`src/rtl/latch_bank_writer.sv`:
```
// Drives one (addr, data) write into a latch bank: data goes on the bus, then the one-hot crit pulses, then data is held.
// A write finishes SETUP_CYC+CRIT_CYC+HOLD_CYC edges after acceptance; wrReady is low for that whole time.
module latch_bank_writer #(
  parameter int WIDTH       = 8,
  parameter int NUM_LATCHES = 4,
  parameter int SETUP_CYC   = 2,
  parameter int CRIT_CYC    = 3,
  parameter int HOLD_CYC    = 2,
  localparam int AW = (NUM_LATCHES > 1) ? $clog2(NUM_LATCHES) : 1
) (
  input  logic                   clk,
  input  logic                   resetN,
  input  logic                   wrValid,
  output logic                   wrReady,
  input  logic [AW-1:0]          wrAddr,
  input  logic [WIDTH-1:0]       wrData,
  output logic [WIDTH-1:0]       dataOut,
  output logic [NUM_LATCHES-1:0] crit,
  output logic                   busy,
  output logic                   done,
  output logic                   badAddr
);

  localparam int MAXC = (SETUP_CYC > CRIT_CYC) ?
                        ((SETUP_CYC > HOLD_CYC) ? SETUP_CYC : HOLD_CYC) :
                        ((CRIT_CYC > HOLD_CYC) ? CRIT_CYC : HOLD_CYC);
  localparam int CW = $clog2(MAXC) + 1;

  // Each phase counter loads (length - 1) on entry and the phase ends when it reaches zero.
  localparam logic [CW-1:0] SETUP_LD = CW'(SETUP_CYC - 1);
  localparam logic [CW-1:0] CRIT_LD  = CW'(CRIT_CYC - 1);
  localparam logic [CW-1:0] HOLD_LD  = CW'(HOLD_CYC - 1);

  typedef enum logic [1:0] {
    IDLE  = 2'd0,
    SETUP = 2'd1,
    CRIT  = 2'd2,
    HOLD  = 2'd3
  } state_t;

  state_t                   state;
  state_t                   nextState;
  logic [CW-1:0]            phaseCnt;
  logic [CW-1:0]            cntNext;
  logic [AW-1:0]            addrQ;
  logic                     addrBadQ;
  logic                     wrAddrBad;
  logic                     accept;
  logic                     phaseEnd;
  logic [WIDTH-1:0]         dataNext;
  logic [NUM_LATCHES-1:0]   critNext;
  logic                     busyNext;
  logic                     doneNext;
  logic                     badNext;

  assign wrReady   = (state == IDLE) && resetN;
  assign accept    = wrValid && wrReady;
  assign phaseEnd  = (phaseCnt == '0);
  assign wrAddrBad = (32'(wrAddr) >= NUM_LATCHES);

  always_ff @(posedge clk) begin
    if (!resetN) begin
      state    <= IDLE;
      phaseCnt <= '0;
      addrQ    <= '0;
      addrBadQ <= 1'b0;
      dataOut  <= '0;
      crit     <= '0;
      busy     <= 1'b0;
      done     <= 1'b0;
      badAddr  <= 1'b0;
    end else begin
      state    <= nextState;
      phaseCnt <= cntNext;
      if (accept) begin
        addrQ    <= wrAddr;
        addrBadQ <= wrAddrBad;
      end
      dataOut  <= dataNext;
      crit     <= critNext;
      busy     <= busyNext;
      done     <= doneNext;
      badAddr  <= badNext;
    end
  end

  always_comb begin
    nextState = state;
    case (state)
      IDLE:    if (accept)   nextState = SETUP;
      SETUP:   if (phaseEnd) nextState = CRIT;
      CRIT:    if (phaseEnd) nextState = HOLD;
      HOLD:    if (phaseEnd) nextState = IDLE;
      default: nextState = IDLE;
    endcase
  end

  always_comb begin
    cntNext = phaseCnt;
    if (nextState != state) begin
      case (nextState)
        SETUP:   cntNext = SETUP_LD;
        CRIT:    cntNext = CRIT_LD;
        HOLD:    cntNext = HOLD_LD;
        default: cntNext = '0;
      endcase
    end else if (!phaseEnd) begin
      cntNext = phaseCnt - CW'(1);
    end

    // Bus only moves on acceptance, so it is frozen through CRIT and HOLD.
    dataNext = accept ? wrData : dataOut;

    // An out-of-range address runs the full sequence with every enable held low.
    critNext = '0;
    if (nextState == CRIT && !addrBadQ) begin
      for (int i = 0; i < NUM_LATCHES; i++) begin
        critNext[i] = (32'(addrQ) == i);
      end
    end

    busyNext = (nextState != IDLE);
    doneNext = (state == HOLD) && phaseEnd;
    badNext  = doneNext && addrBadQ;
  end

endmodule

```
`config.mk`:
```
export PLATFORM = sky130hd
export DESIGN_NAME = latch_bank_writer
export DESIGN_NICKNAME = d
export VERILOG_FILES = /design/src/rtl/latch_bank_writer.sv
export SDC_FILE = /design/constraint.sdc
export NUM_CORES = 1
export LEC_CHECK = 0
export ABC_CLOCK_PERIOD_IN_PS = 4400
export BUFFER_PORTS_ARGS = -buffer_cell sky130_fd_sc_hd__buf_4
export CORE_MARGIN = 3
export CORE_UTILIZATION = 52
export CTS_CLUSTER_SIZE = 14
export DETAILED_ROUTE_END_ITERATION = 6
export PLACE_DENSITY = 0.88
export SLEW_MARGIN = 20
export SYNTH_ARGS = -nofsm -noshare
export SYNTH_HDL_FRONTEND = slang
export SYNTH_SLANG_ARGS = --single-unit
export TNS_END_PERCENT = 30
```
`constraint.sdc`:
```
create_clock -name clk -period 4.4 [get_ports clk]
set_clock_uncertainty 0.1 [all_clocks]
set_input_delay 0.22 -clock clk [delete_from_list [all_inputs] [get_ports clk]]
set_output_delay 0.22 -clock clk [all_outputs]
set_load 0.02 [all_outputs]
```
# == Word-level counts from Yosys, hierarchy flattened ==
# Index checks and enable logic that the tools add are counted.
# word_totals
reg_bits,21
wordCells,36
inputBits,13
# op_classes
reduce_logical,9
n_mux,8
n_eq_ne,11
n_addsub,1
# ops
op,n
2-bit == test (second input constant),6
2-bit two-way mux,4
2-bit one-hot mux with 4 select lines,1
2-bit by 1-bit == test with 1-bit output (second input constant),3
3-bit two-way mux,2
2-bit zero test,2
2-bit one-hot mux with 2 select lines,1
1-bit logical AND,3
3-bit zero test,1
3-bit by 1-bit subtractor with 3-bit output (second input constant),1
2-bit by 1-bit inequality test with 1-bit output (second input constant),1
2-bit inequality test,1
2-bit AND reduction,1
2-bit nonzero test,1
2-bit OR reduction,1

# == Logic depth before layout (Yosys ltp) ==
# Gate-level depths: netlist of run 1.
# depth
depth_word,9
mapped_depth,6
ltp_nobuf,5

# == Least setup slack after synthesis of run 1 ==
# OpenSTA, ideal clock, no wires.
# synth_path
path_type,flip-flop to flip-flop
from,register phaseCnt[0]
to,register crit[1]
arrival_ps,1314
setup_ps,88
synth_period_minus_slack_ps,1503
stages_incl_launch_ff,7
required_ps,4212
path_slack_ps,2897
cell_sequence,dfxtp_1 > inv_1 > ha_1 > nor2b_4 > buf_6 > o22a_4 > nor4bb_4
# synth_between
elab_chain_len,5
elab_cells_between_ends,7
# synth_rtl
element,line_no,source
start: declaration,43,logic [CW-1:0] phaseCnt;
start signal: assignment,74,phaseCnt <= cntNext;
3-bit zero test *,58,assign phaseEnd = (phaseCnt == '0);
2-bit two-way mux (on tied branches),"93, 91, 92",
2-bit one-hot mux with 4 select lines *,89,case (state)
2-bit == test *,116,if (nextState == CRIT && !addrBadQ) begin
2-bit AND reduction (no line) *,--,
end signal: assignment,80,crit <= critNext;
end: declaration,18,"output logic [NUM_LATCHES-1:0] crit,"
# Every way passes the cells marked *; elsewhere a longest branch is shown, timed or not.
# A chain may end at the register's enable or synchronous reset.

# == Worst setup path after layout of run 1 ==
# Same ends and word-level chain as after synthesis.

==> results.json, run 1 <==
{
  "status": "complete, no violations",
  "power.total_uw": 695.6,
  "critical_path.slowest_cell": "dfxtp_1",
  "grt_start_max_net_pins": 22,
  "areaGrowthSynthToFinish_pct": 26.98,
  "dp_worst_setup_slack_ns": 2.843,
  "yosysTopAreaCellShare_pct": 45.10,
  "floorplan.die.height_um": 48.34,
  "placed_cells": 136,
  "fmax_mhz": 643.2,
  "ys.flop_type": "dfxtp_1",
  "grt_pass1_wl_um": 3036,
  "finalWorstSetupSlack_ns": 2.845,
  "asyncSetResetFlopFracSynth_pct": 0,
  "cts.root.buffer_cell": "clkbuf_4",
  "min-delay-path-class": "primary input to flop",
  "drt_first_pass_iters": 4,
  "worstPathMaxFanout": 9,
  "tritoncts_num_sinks": 21,
  "final_nets": 138,
  "drtIter0Drc": 4,
  "chipWidth_um": 48.34,
  "netlist.top_cell.by_area": "dfxtp_1",
  "drt-wirelength-per-cell_um": 12.66,
  "synth_nets": 108,
  "endpoint_kind": "flop",
  "synthesis.yosys.warnings": 0,
  "multiInputGateArea_um2": 435.4,
  "hpwlAfterDp_um": 1244,
  "timing.final.hold_violations": 0,
  "postCtsSetupBuffers": 0,
  "grt_remaining_overflow": 0,
  "wirelength_um": 1849,
  "yosys-top-cells-area": "dfxtp_1 45%, nand2_1 8.1%, o21ai_0 5.9%",
  "tritoncts": "yes",
  "cts_repair_resize_count": 0,
  "final_layout_size_suffix_gt1_share_pct": 33.61,
  "fin_util_pct": 74.25,
  "rsz0062_at_grt": "false",
  "cp_data_required_time_ns": 4.53,
  "postSynthCellCount": 93,
  "path_delay_family": "simple AND/OR/NAND/NOR gates",
  "fp-row-count": 14,
  "fillCellCount": 114,
  "fp.coreArea_um2": 1594,
  "worst-setup-path-type": "flop to flop",
  "grt_pass1_vias": 683,
  "fin_worst_hold_slack_ns": 0.003428,
  "report.final.setup_viol": 0,
  "clockBufferDepth": 2,
  "layout.cells.most_common_list": "27 x buf_4, 21 x dfxtp_1, 20 x nand2_1",
  "period_share_pct": 35.34,
  "final_common_cell": "buf_4",
  "timing.critical_path.arrival_ns": 1.69,
  "ioPinCount": 29,
  "route.detailed.drc": 0,
  "synth-edff-count": 0,
  "leakagePower_nw": 0.5124,
  "finalNonFillerCells": 146,
  "ff_latch_area_um2": 420.4,
  "post_synth_instance_area_um2": 932.1,
  "numPortBuffers": 27,
  "ys_seq_elements": 21,
  "power_density_nw_per_um2": 587.7,
  "antenna-diode-count": 0,
  "antenna_found_initial": 0,
  "maxCapViolations": 0,
  "global_route.usage.total_pct": 16.59,
  "cts_made_buffers": 3,
  "antenna_violating_nets_post_route": 0,
  "cells_along_the_critical_path": "inv_1 > ha_1 > nor2b_4 > o22a_4 > nor4bb_4",
  "crit_buf_inv": 1,
  "dpl-instance-area_um2": 1096,
  "htreeDepth": 1,
  "initial_core_util_pct": 58.48,
  "finalMaxSlewViolations": 0,
  "critical-path-max-stage-delay_ns": 0.39,
  "final_period_minus_worst_setup_slack_ns": 1.555,
  "clk_pin_slew_worst_paths_ns": 0.12,
  "synth_cell_types": 37,
  "routed_via_density": 5.000,
  "clk-insertion-delay-late_ns": 0.31,
  "syn_area_per_cell_um2": 10.02,
  "fin_tns_setup_ns": 0,
  "ys_seq_area_share_pct": 45.10,
  "place_congestion": 0.6729,
  "layout.cell_area.non_filler_um2": 1184,
  "routed-via-count": 730,
  "vdd_drop_max_mv": 0.3570,
  "die_outline_area_um2": 2337,
  "crit_path_start_kind": "flop"
}
-- kinds of logic (layout without fill, tap and decap cells) --
| group | Yosys count | count (layout) | share of synthesized area, % |
|---|---|---|---|
| compound gates | 20 | 20 | 13.96 |
| xor+xnor | 2 | 2 | 1.880 |
| fa+ha+maj | 2 | 2 | 2.684 |
| buf+inv | 10 | 39 | 8.187 |
| flops | 21 | 21 | 45.10 |
| mux | 1 | 1 | 1.074 |
| other cells | 1 | 1 | 0.4023 |
| simple gates | 36 | 36 | 26.71 |
-- final timing paths --
| path | start | end | slack [ns] | cells after the start |
|---|---|---|---|---|
| worst max-delay path | phaseCnt[0] | crit[1] | 2.85 | 5 |
| worst min-delay path | wrData[6] | dataOut[6] | 0.003 | 3 |
| worst max register to register | phaseCnt[0] | crit[1] | 2.85 | 5 |
| worst min register to register | dataOut[1] | dataOut[1] | 0.37 | 2 |
-- report_power, final --
group          internal, mW  switching [mW]  leakage, nW  total [mW]
Clock                0.0340          0.0616       0.0177      0.0956
Sequential            0.239          0.0574        0.172       0.296
Combinational         0.153           0.151        0.322       0.304
Total                 0.425           0.270        0.512       0.696
-- metal layers --
metal	share of wire, %	up-vias	track usage [%]
li1	-	370	-
met1	43	333	19.35
met2	49	23	28.44
met3	5.4	4	3.681
met4	1.8	0	8.531
met5	0	-	0
-- what timing repair did --
item / CTS / global route
hold buffers: 5 / 1
hold endpoints to repair: 5 / 1
setup endpoints to repair: 0 / 0
-- state kept, by name, summed over array words and instances, names as in the netlist --
name / cells
busy: 1
dataOut: 8
state: 2
phaseCnt: 3
addrQ: 2
done: 1
crit: 4
-- cells in the mapped netlist (all sizes together) (2+ instances only) --
cell,number
dfxtp,21
nand2,20
o21ai,11
buf,5
a21oi,3
clkbuf,3
ha,2
inv,2
nand2b,2
nand3b,2
nor2b,2
nor3b,2
nor4b,2
xnor2,2
-- area by class of cell --
| cell class | count | area share, % |
|---|---|---|
| Multi-Input combinational cell | 62 | 36.79 |
| Tap cell | 24 | 2.537 |
| Sequential cell | 21 | 35.52 |
| Clock inverter | 1 | 0.4228 |
| Clock buffer | 3 | 1.903 |
| Timing Repair Buffer | 33 | 22.20 |
| Inverter | 2 | 0.6342 |
-- worst reg2reg max path, cell delays in order (launching register included) --
cell,delay (ns)
dfxtp_1,0.39
inv_1,0.08
ha_1,0.26
nor2b_4,0.18
o22a_4,0.23
nor4bb_4,0.25
(Power assumes the default switching activity.)
==> run 2, diff against run 1 <==
ABC_CLOCK_PERIOD_IN_PS = 1510   (was 4400)
CORE_UTILIZATION = 48   (was 52)
PLACE_DENSITY = 0.83   (was 0.88)
clock period = 1.51 ns   (was 4.4 ns; I/O delays follow)
==> results.json, run 2 (synthesis gave the netlist of run 1 again) <==
{
  "met3_wirelength_um": 96,
  "timing.critical_path.arrival_ns": 1.56,
  "grt_remaining_overflow": 0,
  "power_density_nw_per_um2": 1674,
  "route.detailed.drc": 0,
  "grt_pass1_vias": 720,
  "worst_hold_path.endpoint": "busy",
  "layout.cell_area.non_filler_um2": 1279,
  "clk-insertion-delay-late_ns": 0.30,
  "final_layout_size_suffix_gt1_share_pct": 35.11,
  "endpoint_kind": "flop",
  "worst-setup-path-type": "flop to flop",
  "worstPathMaxFanout": 4,
  "crit_path_start_kind": "flop",
  "rsz0062_at_grt": "false",
  "tritoncts_num_sinks": 21,
  "ioPinCount": 29,
  "netSwitchingFraction_pct": 37.48,
  "drt-wirelength-per-cell_um": 12.78,
  "layout.cells.most_common_list": "30 x buf_4, 20 x nand2_1, 20 x dfxtp_1",
  "worst_r2r_path_depth": 5,
  "place_congestion": 0.6982,
  "final_common_cell": "buf_4",
  "routed.top_layer": "met4",
  "cts_made_buffers": 3,
  "global_route.usage.total_pct": 16.04,
  "tritoncts": "yes",
  "largestRegisters": "dataOut (8), crit (4), phaseCnt (3)",
  "regToRegEndpoint": "crit[1]",
  "clk_pin_slew_worst_paths_ns": 0.11,
  "power_frac_seq_pct": 38.0,
  "fp.coreArea_um2": 1783,
  "comb_power_share_pct": 49.8,
  "largest-register": "dataOut",
  "maxCapViolations": 0,
  "numPortBuffers": 27,
  "cts.root.buffer_cell": "clkbuf_4",
  "met2RoutedLength_um": 1035,
  "pwr-share-clk_pct": 12.1,
  "hpwlAfterDp_um": 1252,
  "wirelength_um": 1993,
  "die_outline_area_um2": 2507,
  "antenna_found_initial": 0,
  "clockBufferDepth": 2,
  "leakagePower_nw": 0.5508,
  "fin_tns_setup_ns": 0,
  "worst_hold_startpoint": "wrValid",
  "initial_core_util_pct": 52.28,
  "routed_via_density": 4.987,
  "power.total_mw": 2.141,
  "whs_path_depth": 3,
  "m1_wire_length_um": 820,
  "final_nets": 147,
  "min-delay-path-class": "primary input to flop",
  "period_share_pct": 96.00,
  "regToRegStartpoint": "phaseCnt[0]",
  "finalMaxSlewViolations": 0,
  "regToRegSetupSlack_ns": 0.06,
  "antenna_violating_nets_post_route": 0,
  "status": "complete, no violations",
  "fp-row-count": 15,
  "fin_util_pct": 71.72,
  "report.final.setup_viol": 0,
  "fmax_mhz": 689.9,
  "grt_start_max_net_pins": 22,
  "final_period_minus_worst_setup_slack_ns": 1.450,
  "drtIter0Drc": 9,
  "areaGrowthSynthToFinish_pct": 37.18,
  "drt_first_pass_iters": 4,
  "timing.final.hold_violations": 0,
  "floorplan.die.height_um": 50.07,
  "internal_power_mw": 1.339,
  "chipWidth_um": 50.07,
  "htreeDepth": 1,
  "grt_pass1_wl_um": 3049,
  "largest_register_ff_count": 8,
  "vdd_drop_max_mv": 0.9315,
  "antenna-diode-count": 0,
  "dpl-instance-area_um2": 1112,
  "routed-via-count": 778,
  "p_sw_uw": 802.6,
  "cp_data_required_time_ns": 1.62
}
==> run 2: cell count changes in the layout (fill, tap and decap cells not counted) <==
cell	before	now
ha_1	2	1
dfxtp_2	0	1
buf_4	27	30
dlygate4sd3_1	6	11
ha_4	0	1
clkbuf_1	0	1
clkinv_2	1	0
nor2b_2	0	1
dfxtp_1	21	20
==> run 2: area by class of cell <==
class / count / area [µm²]
multi-input cells: 63 / 456.7
well taps: 25 / 31.28
flip-flops and latches: 21 / 421.7
inverters: 2 / 7.507
clock buffers: 4 / 26.28
fillers: 128 / 504.2
repair buffers: 41 / 335.3
==> run 2: power groups by stage <==
stage	Sequential, mW	Combinational, mW	Clock, mW
finish	0.814	1.07	0.260
global route	0.835	1.16	0.298
CTS	0.812	0.981	0.269
detailed placement	0.820	0.955	0
global placement	0.811	0.920	0
floorplan	0.879	0.720	0
==> run 2: how the worst max path moves through the flow <==
| stage | startpoint | endpoint | slack (ns) | cells past startpoint |
|---|---|---|---|---|
| floorplan | phaseCnt[0] | crit[1] | 0.007 | 6 |
| global placement | phaseCnt[0] | crit[1] | 0.07 | 5 |
| detailed placement | phaseCnt[0] | crit[1] | -0.04 | 5 |
| CTS | phaseCnt[0] | crit[1] | 0.02 | 5 |
| global route | phaseCnt[0] | crit[1] | 0.003 | 5 |
| finish | phaseCnt[0] | crit[1] | 0.06 | 5 |
==> run 2: per-stage QoR <==
stage               hold slack, ns  cells  worst slack (ns)
floorplan                  0.08412     93          0.007466
global placement            0.1690    139           0.07434
detailed placement          0.1775    139          -0.03743
CTS                      0.0003831    153           0.02230
global route              0.005198    156          0.002855
finish                    0.008958    156           0.06046
==> run 2: critical path, cell delays in order, from the launching register on <==
cell      delay, ns
dfxtp_2        0.33
inv_1          0.12
ha_4           0.18
nand3b_4       0.09
o22a_4         0.27
nor4bb_4       0.27
==> run 2: what timing repair did <==
item | 4_1_cts | 5_1_grt
gates cloned | 0 | 1
setup endpoints to repair | 1 | 3
setup buffers | 0 | 1
hold endpoints to repair | 10 | 2
resized for setup | 2 | 1
hold buffers | 10 | 1
==> run 2: layer usage <==
metal | GRT usage (%) | up-vias
met4 | 6.912 | 0
met3 | 4.834 | 4
met2 | 29.35 | 23
li1 | - | 386
met5 | 0 | -
met1 | 16.48 | 365
==> run 3, diff against run 2 <==
CORE_UTILIZATION = 30   (was 48)
PLACE_DENSITY = 0.59   (was 0.83)
==> results.json, run 3 (synthesis gave the netlist of run 1 again) <==
{
  "status": "complete, no violations",
  "antenna_found_initial": 0,
  "power_density_nw_per_um2": 1620,
  "final_nets": 147,
  "layout.cells.most_common_list": "29 x buf_4, 20 x nand2_1, 20 x dfxtp_1",
  "antenna_violating_nets_post_route": 0,
  "tritoncts": "yes",
  "multiInputGateArea_um2": 437.9,
  "grt_pass1_vias": 700,
  "fin_tns_setup_ns": 0,
  "htreeDepth": 1,
  "grt_pass1_wl_um": 3049,
  "tritoncts_num_sinks": 21,
  "cp_data_required_time_ns": 1.64,
  "finalMaxSlewViolations": 0,
  "report.final.setup_viol": 0,
  "wirelength_um": 1836,
  "largest-register": "dataOut",
  "antenna-diode-count": 0,
  "crit_path_start_kind": "flop",
  "die_outline_area_um2": 3812,
  "clk_pin_slew_worst_paths_ns": 0.12,
  "route.detailed.drc": 0,
  "fin_worst_hold_slack_ns": 0.3720,
  "final_period_minus_worst_setup_slack_ns": 1.429,
  "drt-wirelength-per-cell_um": 11.33,
  "ff_latch_area_um2": 421.7,
  "rsz0062_at_grt": "false",
  "global_route.usage.total_pct": 10.83,
  "fp.coreArea_um2": 2853,
  "endpoint_kind": "flop",
  "fin_util_pct": 45.26,
  "leakagePower_nw": 0.5554,
  "timing.critical_path.arrival_ns": 1.55,
  "place_congestion": 0.8408,
  "largestRegisters": "dataOut (8), crit (4), phaseCnt (3)",
  "placed_cells": 146,
  "vdd_drop_max_mv": 0.5504,
  "routed-via-count": 742,
  "finalWorstSetupSlack_ns": 0.08051,
  "finalNonFillerCells": 162,
  "hpwlAfterDp_um": 1305,
  "final_layout_size_suffix_gt1_share_pct": 35.11,
  "timing.final.hold_violations": 0,
  "fillCellCount": 303,
  "power.total_mw": 2.092,
  "drtIter0Drc": 11,
  "dp_worst_setup_slack_ns": 0.006129,
  "dpl-instance-area_um2": 1140,
  "cts.root.buffer_cell": "clkbuf_4",
  "final_common_cell": "buf_4",
  "worst-setup-path-type": "flop to flop",
  "layout.cell_area.non_filler_um2": 1291,
  "worstPathMaxFanout": 9,
  "maxCapViolations": 0,
  "numPortBuffers": 27,
  "clk-insertion-delay-late_ns": 0.30,
  "areaGrowthSynthToFinish_pct": 38.52,
  "largest_register_ff_count": 8,
  "min-delay-path-class": "flop to flop",
  "period_share_pct": 94.67,
  "floorplan.die.height_um": 61.74,
  "postCtsSetupBuffers": 0,
  "grt_remaining_overflow": 0,
  "initial_core_util_pct": 32.68,
  "fmax_mhz": 699.5,
  "drt_first_pass_iters": 3,
  "fp-row-count": 19,
  "chipWidth_um": 61.74,
  "grt_start_max_net_pins": 22,
  "ioPinCount": 29,
  "routed_via_density": 4.580,
  "clockBufferDepth": 2,
  "cts_made_buffers": 3
}
-- run 3: cell type report --
class | count | share of cell area [%]
Clock inverter | 1 | 0.3876
Sequential cell | 21 | 32.65
Timing Repair Buffer | 42 | 27.71
Inverter | 2 | 0.5814
Multi-Input combinational cell | 62 | 33.91
Clock buffer | 3 | 1.744
Tap cell | 31 | 3.004
-- run 3: worst paths after layout --
kind,start,end,slack [ns],cells after the start
setup / recovery,phaseCnt[0],crit[1],0.08,5
hold reg to reg,dataOut[7],dataOut[7],0.37,2
setup reg to reg,phaseCnt[0],crit[1],0.08,5
hold / removal,dataOut[7],dataOut[7],0.37,2
-- run 3: where the power goes --
part	internal, mW	total, mW	switching [mW]
combinational	0.517	0.998	0.481
sequential	0.698	0.824	0.126
clock	0.0987	0.270	0.171
total	1.31	2.09	0.778
-- run 3: routing by layer --
layer,vias to the layer above,global-route usage [%],wire length [µm]
li1,392,-,-
met4,0,6.364,40
met2,15,16.29,886
met5,-,0,0
met1,331,14.52,837
met3,4,1.860,71
-- run 3: repair_timing --
action                     4_1_cts  5_1_grt
gates cloned                     0        0
setup endpoints to repair        1        4
resized for setup                1        1
hold buffers                    12        0
hold endpoints to repair        12        0
-- run 3: worst max-delay path: stages (launching register included) --
cell and delay (ns):
dfxtp_2 0.36, inv_1 0.06, ha_2 0.21, nor2b_4 0.16, o22a_4 0.22, nor4bb_4 0.24
